File: src/rtl/cnt_step_gen.sv
// cnt_step_gen
//   Stimulus generator for an up/down counter (counter_inc_dec). A target
//   count is accepted over a valid/ready handshake and the generator emits
//   single-cycle inc or dec pulses that walk the downstream counter to that
//   target. A shadow copy of the expected count is checked against the
//   counter's output every cycle; any mismatch sets a sticky error flag.
//
// Parameters
//   WIDTH    : counter / target / shadow / feedback width
//   GAP      : idle cycles between consecutive pulses (0 = back-to-back)
//   SHORTEST : 1 = walk in the shorter modular direction, 0 = always increment
//
// Ports
//   clk        : clock
//   rst_n      : asynchronous reset, active-high
//   tgt_valid  : target request valid
//   tgt_data   : requested target count
//   tgt_ready  : generator can accept a target
//   abort      : stop the current walk (honoured only while walking)
//   cnt_fb     : count output of the driven counter
//   inc / dec  : single-cycle step pulses to the counter (never both high)
//   busy       : walk in progress
//   done       : one-cycle pulse when the target is reached
//   aborted    : one-cycle pulse when a walk is aborted
//   err        : sticky cnt_fb / shadow mismatch
//   shadow     : expected counter value
module cnt_step_gen #(
    parameter int WIDTH    = 8,
    parameter int GAP      = 0,
    parameter bit SHORTEST = 1'b1
) (
    input  logic             clk,
    input  logic             rst_n,
    input  logic             tgt_valid,
    input  logic [WIDTH-1:0] tgt_data,
    output logic             tgt_ready,
    input  logic             abort,
    input  logic [WIDTH-1:0] cnt_fb,
    output logic             inc,
    output logic             dec,
    output logic             busy,
    output logic             done,
    output logic             aborted,
    output logic             err,
    output logic [WIDTH-1:0] shadow
);

    localparam int GW = (GAP > 0) ? $clog2(GAP + 1) : 1;
    localparam logic [WIDTH-1:0] HALF = {1'b1, {(WIDTH-1){1'b0}}};

    typedef enum logic [1:0] {IDLE, STEP, WAIT, FIN} state_t;

    state_t           state, state_n;
    logic [WIDTH-1:0] rem, rem_n;       // pulses still to issue, current STEP included
    logic             dir, dir_n;       // 0 = increment, 1 = decrement
    logic [GW-1:0]    gap_cnt, gap_n;
    logic [WIDTH-1:0] diff;
    logic             inc_n, dec_n, busy_n, ready_n, done_n, aborted_n;

    always_comb begin
        state_n   = state;
        rem_n     = rem;
        dir_n     = dir;
        gap_n     = gap_cnt;
        aborted_n = 1'b0;
        diff      = tgt_data - shadow;

        unique case (state)
            IDLE, FIN: begin
                state_n = IDLE;
                if (tgt_valid) begin
                    if (diff == '0) begin
                        state_n = FIN;
                    end else begin
                        state_n = STEP;
                        // Exact half-range tie stays on the increment side.
                        if (SHORTEST && (diff > HALF)) begin
                            dir_n = 1'b1;
                            rem_n = '0 - diff;
                        end else begin
                            dir_n = 1'b0;
                            rem_n = diff;
                        end
                    end
                end
            end
            STEP: begin
                if (abort) begin
                    state_n   = IDLE;
                    aborted_n = 1'b1;
                end else if (rem == WIDTH'(1)) begin
                    state_n = FIN;
                end else begin
                    rem_n = rem - WIDTH'(1);
                    if (GAP == 0) begin
                        state_n = STEP;
                    end else begin
                        state_n = WAIT;
                        gap_n   = GW'(GAP - 1);
                    end
                end
            end
            WAIT: begin
                if (abort) begin
                    state_n   = IDLE;
                    aborted_n = 1'b1;
                end else if (gap_cnt == '0) begin
                    state_n = STEP;
                end else begin
                    gap_n = gap_cnt - GW'(1);
                end
            end
            default: state_n = IDLE;
        endcase

        // Outputs are registered, so they are derived from the next state.
        inc_n   = (state_n == STEP) && !dir_n;
        dec_n   = (state_n == STEP) && dir_n;
        busy_n  = (state_n == STEP) || (state_n == WAIT);
        ready_n = (state_n == IDLE) || (state_n == FIN);
        done_n  = (state_n == FIN);
    end

    always_ff @(posedge clk or posedge rst_n) begin
        if (rst_n) begin
            state     <= IDLE;
            rem       <= '0;
            dir       <= 1'b0;
            gap_cnt   <= '0;
            shadow    <= '0;
            inc       <= 1'b0;
            dec       <= 1'b0;
            busy      <= 1'b0;
            done      <= 1'b0;
            aborted   <= 1'b0;
            err       <= 1'b0;
            tgt_ready <= 1'b1;
        end else begin
            state     <= state_n;
            rem       <= rem_n;
            dir       <= dir_n;
            gap_cnt   <= gap_n;
            inc       <= inc_n;
            dec       <= dec_n;
            busy      <= busy_n;
            done      <= done_n;
            aborted   <= aborted_n;
            tgt_ready <= ready_n;
            // Shadow moves on the same edge the counter samples the pulse.
            if (inc) begin
                shadow <= shadow + WIDTH'(1);
            end else if (dec) begin
                shadow <= shadow - WIDTH'(1);
            end
            if (cnt_fb != shadow) begin
                err <= 1'b1;
            end
        end
    end

endmodule

File: config.mk
export PLATFORM = sky130hd
export DESIGN_NAME = cnt_step_gen
export DESIGN_NICKNAME = d
export VERILOG_FILES = /design/src/rtl/cnt_step_gen.sv
export SDC_FILE = /design/constraint.sdc
export NUM_CORES = 1
export LEC_CHECK = 0
export CAP_MARGIN = 20
export CORE_AREA = 2 2 62 70
export CTS_CLUSTER_DIAMETER = 200
export DETAILED_ROUTE_END_ITERATION = 10
export DIE_AREA = 0 0 64 72
export DONT_BUFFER_PORTS = 1
export PLACE_DENSITY = 0.75
export SYNTH_ARGS = -nofsm -noshare
export SYNTH_HDL_FRONTEND = slang
export SYNTH_SLANG_ARGS = --single-unit
File: constraint.sdc
create_clock -name clk -period 2.5 [get_ports clk]
set_input_delay 0.5 -clock clk [delete_from_list [all_inputs] [get_ports clk]]
set_output_delay 0.5 -clock clk [all_outputs]
set_load 0.03 [all_outputs]
* After elaboration in Yosys (flattened, before gate mapping)
Cells that the tools add are included.
** Word-level totals
- Flip-flop bits (word level) :: 27
- Output and inout bits :: 15
- Bits of input ports :: 20
- Word-level logic and storage cells :: 68
** Cells by class
- Bitwise operators :: 1
- Reduce and logical (&&, ||, !) cells :: 14
- Add/subtract/negate cells :: 6
- Magnitude comparators :: 1
- Equality and inequality tests :: 12
- Muxes and demuxes :: 22
** Operators by type and width (count)
- $mux 8 :: 7
- $pmux 8 s2 :: 1
- $sub 8x1->8 const B :: 2
- $mux 2 :: 6
- $add 8x1->8 const B :: 1
- $eq 2x2->1 const B :: 4
- $eq 8x1->1 const B :: 1
- $gt 8x8->1 const B :: 1
- $logic_not 8->1 :: 1
- $ne 2x2->1 const B :: 4
- $ne 8x8->1 :: 1
- $sub 1x8->8 const A :: 1
- $sub 8x8->8 :: 1
- $mux 1 :: 7
- $pmux 2 s3 :: 1
- $reduce_and 5->1 :: 1
- $eq 2x1->1 const B :: 2
- $logic_not 2->1 :: 2
- $reduce_bool 2->1 :: 2
- $reduce_or 2->1 :: 2
- $logic_and 1x1->1 :: 2
- $logic_or 1x1->1 :: 2
- $reduce_and 2->1 :: 1
- $logic_not 1->1 :: 1
- 2 further kinds :: 2

* Logic depth before layout (Yosys ltp)
Gate-level depths: netlist (run 1).
- Depth in word-level cells :: 8
- Depth in mapped cells :: 14

* Worst setup path before layout (run 1)
OpenSTA, ideal clock, no wires.
- Kind :: register to register
- From :: reg shadow[0]
- To :: reg rem[6]
- Cell stages (with the launch flop) :: 11
- Setup slack :: -322 ps
- Data required time :: 2379 ps
- Buffers on the path :: 0
- Clock period less this slack :: 2822 ps
- Data arrival time :: 2701 ps
- Cells stage by stage :: dfrtp_1 > ha_1 > inv_1 > fa_1 > a211oi_2 > nor2_1 > xor2_1 > a2111oi_0 > mux2i_1 > nand2_1 > a22o_1
** On the way
- Cells in the longest elaborated chain, start to end :: 6
- Elaborated cells on any way between the ends :: 10
- Classes of those cells :: add/sub: 2; order compare: 1; eq/ne: 1; mux: 4; reduce/logical: 2
** Ends and longest elaborated chain
- from (decl) :: RTL line 45 : output logic [WIDTH-1:0] shadow
- from (signal assigned) :: RTL line 151 : shadow <= shadow + WIDTH'(1);
- from (signal assigned) :: RTL line 153 : shadow <= shadow - WIDTH'(1);
- $sub 8x8->8 (*) :: RTL line 66 : diff = tgt_data - shadow;
- $sub 1x8->8 / $gt 8x8->1 (equally long branches) :: RTL line 79, 77
- $mux 8 :: RTL line 77 : if (SHORTEST && (diff > HALF)) begin
- $mux 8 :: RTL line 72 : if (diff == '0) begin
- $mux 8 :: RTL line 71 : if (tgt_valid) begin
- $pmux 8 s2 :: RTL line 68 : unique case (state)
- to (signal assigned) :: RTL line 140 : rem <= rem_n;
- to (decl) :: RTL line 54 : logic [WIDTH-1:0] rem, rem_n;
Every way passes the cells marked *; elsewhere a longest branch is shown, timed or not. The select of a mux whose other input is x is not followed.
A chain may end at the register's enable or synchronous reset.

* Worst setup path in the final report (run 1)
- From :: reg shadow[0]
- To :: reg rem[7]
Same word-level chain as after synthesis.

==> results of run 1 <==
[worst paths after layout]
check,slack [ns],to,startpoint,cells past startpoint
min in group clk,0.34,state[1]$_DFF_PP0_,abort,1
max reg2reg,-0.09,rem[7]$_DFFE_PP0P_,shadow[0]$_DFFE_PP0P_,11
min,0.19,busy$_DFF_PP0_,rst_n,1
max,-0.09,rem[7]$_DFFE_PP0P_,shadow[0]$_DFFE_PP0P_,11
min reg2reg,0.52,rem[6]$_DFFE_PP0P_,rem[6]$_DFFE_PP0P_,1
max in group asynchronous,1.75,rem[6]$_DFFE_PP0P_,rst_n,2
[power groups by stage]
stage	combinational (W)	clock, W	sequential [W]
floorplan	0.00181	0	0.000915
global placement	0.00287	0	0.000717
detailed placement	0.00295	0	0.000724
global route	0.00373	0.000367	0.000739
finish	0.00340	0.000349	0.000717
CTS	0.00310	0.000349	0.000716
[cell families (layout without fill, tap and decap cells)]
group           after synthesis  count (layout)  synth area share
mux                           4               4            0.0186
buf+inv                      29              77            0.0547
compound gates               64              64             0.205
flops                        26              26             0.294
fa+ha+maj                    23              23             0.137
xor+xnor                     19              19            0.0784
simple gates                 90              90             0.212
[cells in the final DEF, fill, tap and decap left out, types with 6 or more instances in the layout]
cell      n
nand2_1  19
xnor2_1  11
nor2_1   20
buf_4    46
a21oi_1   8
xor2_1    6
nor3_1    9
a21o_1    6
nand3_1   7
dfrtp_1  21
inv_1    20
o21ai_0  11
ha_1     19
[layer usage]
| metal | vias to the layer above | part of all wire | GRT usage |
|---|---|---|---|
| li1 | 1015 | - | - |
| met1 | 1014 | 0.41 | 0.320 |
| met2 | 70 | 0.51 | 0.438 |
| met3 | 14 | 0.046 | 0.0310 |
| met4 | 0 | 0.028 | 0.104 |
| met5 | - | 0 | 0 |
[what timing repair did]
| item | CTS | global route |
|---|---|---|
| hold buffers | 0 | 0 |
| pin swaps | 1 | 8 |
| resized for setup | 7 | 25 |
| setup endpoints to repair | 7 | 13 |
| gates cloned | 0 | 0 |
| buffers inserted | 1 | 1 |
[sequential cells by signal, indices dropped and copies added, names as in the netlist]
signal,count
aborted,1
dec,1
tgt_ready,1
inc,1
state,2
rem,8
err,1
busy,1
shadow,8
done,1
dir,1
[layout make-up]
type,instances,share of cell area
well taps,52,0.0226
repair buffers,50,0.135
multi-input cells,200,0.560
clock buffers,3,0.0143
clock inverters,1,0.0104
flip-flops and latches,26,0.228
inverters,23,0.0299
[through the flow]
stage / hold WS (ns) / utilization
global route: 0.243 / 0.745
floorplan: 0.471 / -
CTS: 0.215 / 0.714
detailed placement: 0.510 / 0.683
finish: 0.187 / 0.745
global placement: 0.505 / 0.683
==> out/metrics.yaml, run 1 <==
fin_area_um2: 2880
grt_util_all_layers: 0.252
criticalPathCategory: "reg2reg"
hold_viol_final: 0
cts_buffer_depth: 2
end_kind: "flop"
peakVddDrop_v: 0.000925
synth_top_flop_cell: "dfrtp_1"
power.switching_w: 0.00213
synth_top_area_share: 0.282
fillers: 262
switching_share: 0.476
seq_area_um2: 657
antenna_left: 0
grt_pass1_wl_um: 9250
grt_antenna_before_repair: 0
min_period_ns: 2.59
cpLargestDelayFamily: "compound AO/OA/AOI/OAI gates"
relSlewSlack: 0.568
violations: "negative setup slack"
multi_input_area_um2: 1610
place.gp.congestion: 0.875
final_max_slew_viol_count: 0
seqPwrFrac: 0.160
cts_buffers: 3
die_area_um2: 4610
crit_path_max_fanout: 4
drtIter0Drc: 187
final_cell_count_no_fill: 355
tightest_slew_ns: 0.647
drtPass1Iterations: 4
rsz0062_at_grt: "true"
area_growth_pct: 30.1
vias: 2113
grt_pass1_vias: 2032
worstSetupStartpointType: "flop"
post-route-drc-count: 0
cts_root_buf: "clkbuf_8"
place_area_um2: 2650
intPower_w: 0.00234
crit_arrival_ns: 2.79
p_total_w: 0.00447
fmax_mhz: 387
synth_common_cells: "dfrtp_1 (25), inv_1 (22), nand2_1 (22), ha_1 (21), nor2_1 (21)"
rows: 24
syn_avg_cell_area_um2: 8.69
hpwl_um: 4170
cp_cell_sequence: "ha_4, inv_2, fa_2, a211oi_4, nor2_4, xor2_4, buf_6, buf_4, a211oi_1, a41oi_1, o2bb2ai_2"
clkPwrFrac: 0.078
coreArea_um2: 3870
synth_nets: 298
synth_area_leaders: "dfrtp_1 (28%), ha_1 (12%), xnor2_1 (4.3%)"
yosysMostFrequentCell: "dfrtp_1"
yosys.area.top_type: "dfrtp_1"
place_inst: 349
cp.required_ns: 2.70
drv_cap: 0
nets: 347
slowest_stage: "dfrtp_2"
yosysUniqueCellTypes: 63
power_leakage_nw: 1.29
top_level_ports: 35
initial_core_util: 0.572
power_density_nw_per_um2: 1550
fin_ws_ns: -0.0865
run_status: "finished with violations"
clock_latency_ns: 0.27
clkTransAtPathRegs_ns: 0.10
portBuffers: 0
holdCritPathClass: "in2async"
synth_seq_cells: 26
htree_levels: 1
grt_max_degree: 20
grt-ovfl-total: 0
yosys_warnings: 0
synth_cells: 255
dp_slack_ns: -0.257
fp.dieW_um: 64
syn_area_um2: 2220
cp_num_buf_inv: 3
synth-edff-count: 0
tns_ns: -0.274
skew_ns: 0.0128
async_reset_ff_frac: 1.00
numClockSinks: 26
die_y_um: 72
cpPeakStageDelay_ns: 0.39
drive_above_1_share: 0.310
finalCritPeriodShare: 1.03
cts_tree: "built"
wire_per_inst_um: 16.3
ys_seq_area_frac: 0.294
n_antenna_cell: 0
share_comb_of_total_power: 0.761
vias_per_cell: 5.95
drt_wl_total_um: 5800
setup_violations: 5
Note: power is estimated with default switching activity, not from simulation.
==> inputs of run 2 (changes only) <==
CTS_BUF_LIST = sky130_fd_sc_hd__clkbuf_16   (was unset)
==> out/metrics.yaml, run 2 (same netlist as run 1, synthesis figures left out) <==
cts_buffers: 3  # unchanged
die_area_um2: 4610  # unchanged
violations: "negative setup slack"  # unchanged
post-route-drc-count: 0  # unchanged
cp_cell_sequence: "ha_4, inv_2, fa_2, buf_4, xnor2_2, nand2_2, nor3_4, a41oi_4, buf_6, buf_6, nand3_1, o221ai_1"  # was ha_4, inv_2, fa_2, a211oi_4, nor2_4, xor2_4, buf_6, buf_4, a211oi_1, a41oi_1, o2bb2ai_2
drtIter0Drc: 215  # was 187
n_antenna_cell: 0  # unchanged
grt_pass1_wl_um: 9800  # was 9250 um
crit_path_max_fanout: 4  # unchanged
drive_above_1_share: 0.350  # was 0.310
htree_levels: 1  # unchanged
antenna_left: 0  # unchanged
clock_latency_ns: 0.26  # was 0.27 ns
vias_per_cell: 6.12  # was 5.95
coreArea_um2: 3870  # unchanged
cpPeakStageDelay_ns: 0.38  # was 0.39 ns
place_inst: 349  # unchanged
worstSetupStartpointType: "flop"  # unchanged
peakVddDrop_v: 0.000944  # was 0.000925 V
grt-ovfl-total: 0  # unchanged
vias: 2174  # was 2113
grt_util_all_layers: 0.270  # was 0.252
r2r-end: "rem[2]$_DFFE_PP0P_"  # was rem[7]$_DFFE_PP0P_
hold_buffers: 0  # unchanged
final_max_slew_viol_count: 0  # unchanged
finalCritPeriodShare: 1.02  # was 1.03
run_status: "finished with violations"  # unchanged
p_total_w: 0.00477  # was 0.00447 W
fin_ws_ns: -0.0446  # was -0.0865 ns
crit_arrival_ns: 2.68  # was 2.79 ns
holdCritPathClass: "in2async"  # unchanged
end_kind: "flop"  # unchanged
nets: 347  # unchanged
portBuffers: 0  # unchanged
hold_viol_final: 0  # unchanged
power_leakage_nw: 1.31  # was 1.29 nW
grt_max_degree: 20  # unchanged
area_growth_pct: 35.4  # was 30.1%
cts_buffer_depth: 2  # unchanged
dp_slack_ns: -0.257  # unchanged
rrSetupSlack_ns: -0.04  # was -0.09 ns
grt_pass1_vias: 2097  # was 2032
multi_input_area_um2: 1690  # was 1610 um2
cts_tree: "built"  # unchanged
final_cell_count_no_fill: 355  # unchanged
criticalPathCategory: "reg2reg"  # unchanged
place.gp.congestion: 0.875  # unchanged
hpwl_um: 4170  # unchanged
top_level_ports: 35  # unchanged
layout_commonest_cell: "buf_4"  # unchanged
min_period_ns: 2.54  # was 2.59 ns
cts_root_buf: "clkbuf_16"  # was clkbuf_8
skew_ns: 0.00354  # was 0.0128 ns
fillers: 236  # was 262
drv_cap: 0  # unchanged
slowest_stage: "dfrtp_2"  # unchanged
numClockSinks: 26  # unchanged
reg2regPathDepth: 12  # was 11
tightest_slew_ns: 0.646  # was 0.647 ns
initial_core_util: 0.572  # unchanged
setup_violations: 7  # was 5
cp.required_ns: 2.63  # was 2.70 ns
reg_top3: "rem (8), shadow (8), state (2)"  # unchanged
die_y_um: 72  # unchanged
power_density_nw_per_um2: 1590  # was 1550 nW/um2
drtPass1Iterations: 5  # was 4
seq_area_um2: 657  # unchanged
r2r_start: "shadow[0]$_DFFE_PP0P_"  # unchanged
wire_per_inst_um: 17.1  # was 16.3 um
fmax_mhz: 393  # was 387 MHz
drt_wl_total_um: 6080  # was 5800 um
relSlewSlack: 0.569  # was 0.568
rsz0062_at_grt: "true"  # unchanged
fp.dieW_um: 64  # unchanged
clkTransAtPathRegs_ns: 0.06  # was 0.10 ns
critical_path.most_common_cell: "buf_6"
final_cell_mix: "buf_4 (44), dfrtp_1 (21), nor2_1 (20)"  # was buf_4 (46), dfrtp_1 (21), nor2_1 (20), inv_1 (20)
grt_antenna_before_repair: 0  # unchanged
rows: 24  # unchanged
[run 2: critical path, delay by kind of cell, from the launching register on]
kind / cells / cell delay (ns)
flip-flops: 1 / 0.38
AO/OA/AOI/OAI: 2 / 0.31
XOR/XNOR: 1 / 0.23
AND/OR/NAND/NOR: 3 / 0.54
buffers and inverters: 4 / 0.46
adder cells (fa/ha/maj): 2 / 0.49
[run 2: how the worst max path moves through the flow]
stage | startpoint | to | slack [ns] | cells past startpoint
floorplan | shadow[0]$_DFFE_PP0P_ | dec$_DFF_PP0_ | -0.06 | 12
global placement | tgt_data[0] | rem[2]$_DFFE_PP0P_ | -0.18 | 13
detailed placement | tgt_data[0] | rem[2]$_DFFE_PP0P_ | -0.26 | 13
CTS | shadow[0]$_DFFE_PP0P_ | rem[5]$_DFFE_PP0P_ | -0.02 | 10
global route | shadow[0]$_DFFE_PP0P_ | dec$_DFF_PP0_ | -0.12 | 12
finish | shadow[0]$_DFFE_PP0P_ | rem[2]$_DFFE_PP0P_ | -0.04 | 12
[run 2: stage by stage]
| step | instance area (um2) | utilization | TNS [ns] | hold WS [ns] |
|---|---|---|---|---|
| after floorplan | 2260 | - | -0.170 | 0.471 |
| after global placement | 2650 | 0.683 | -1.59 | 0.505 |
| after detailed placement | 2650 | 0.683 | -2.29 | 0.510 |
| after CTS | 2860 | 0.738 | -0.0494 | 0.231 |
| after global routing | 3000 | 0.775 | -0.878 | 0.265 |
| final | 3000 | 0.775 | -0.209 | 0.207 |
[run 2: area by class of cell]
class,count,area share
Clock buffer,3,0.0250
Clock inverter,1,0.0100
Inverter,23,0.0288
Multi-Input combinational cell,200,0.563
Sequential cell,26,0.219
Tap cell,52,0.0217
Timing Repair Buffer,50,0.133
[run 2: power by group]
| group | total, W | switching (W) | internal (W) | leakage (nW) |
|---|---|---|---|---|
| sequential | 0.000720 | 0.000130 | 0.000591 | 0.314 |
| clock | 0.000464 | 0.000146 | 0.000319 | 0.0511 |
| combinational | 0.00358 | 0.00196 | 0.00162 | 0.947 |
[run 2: timing repair]
action | in CTS | in global routing
resized for setup | 16 | 30
cloned | 0 | 0
setup endpoints to repair | 8 | 11
pin swaps | 4 | 10
buffers inserted | 2 | 0
[run 2: metal layers]
layer / wire, um / track usage
met3: 373 / 0.0419
met4: 218 / 0.121
met2: 3000 / 0.444
met5: 0 / 0
met1: 2490 / 0.351
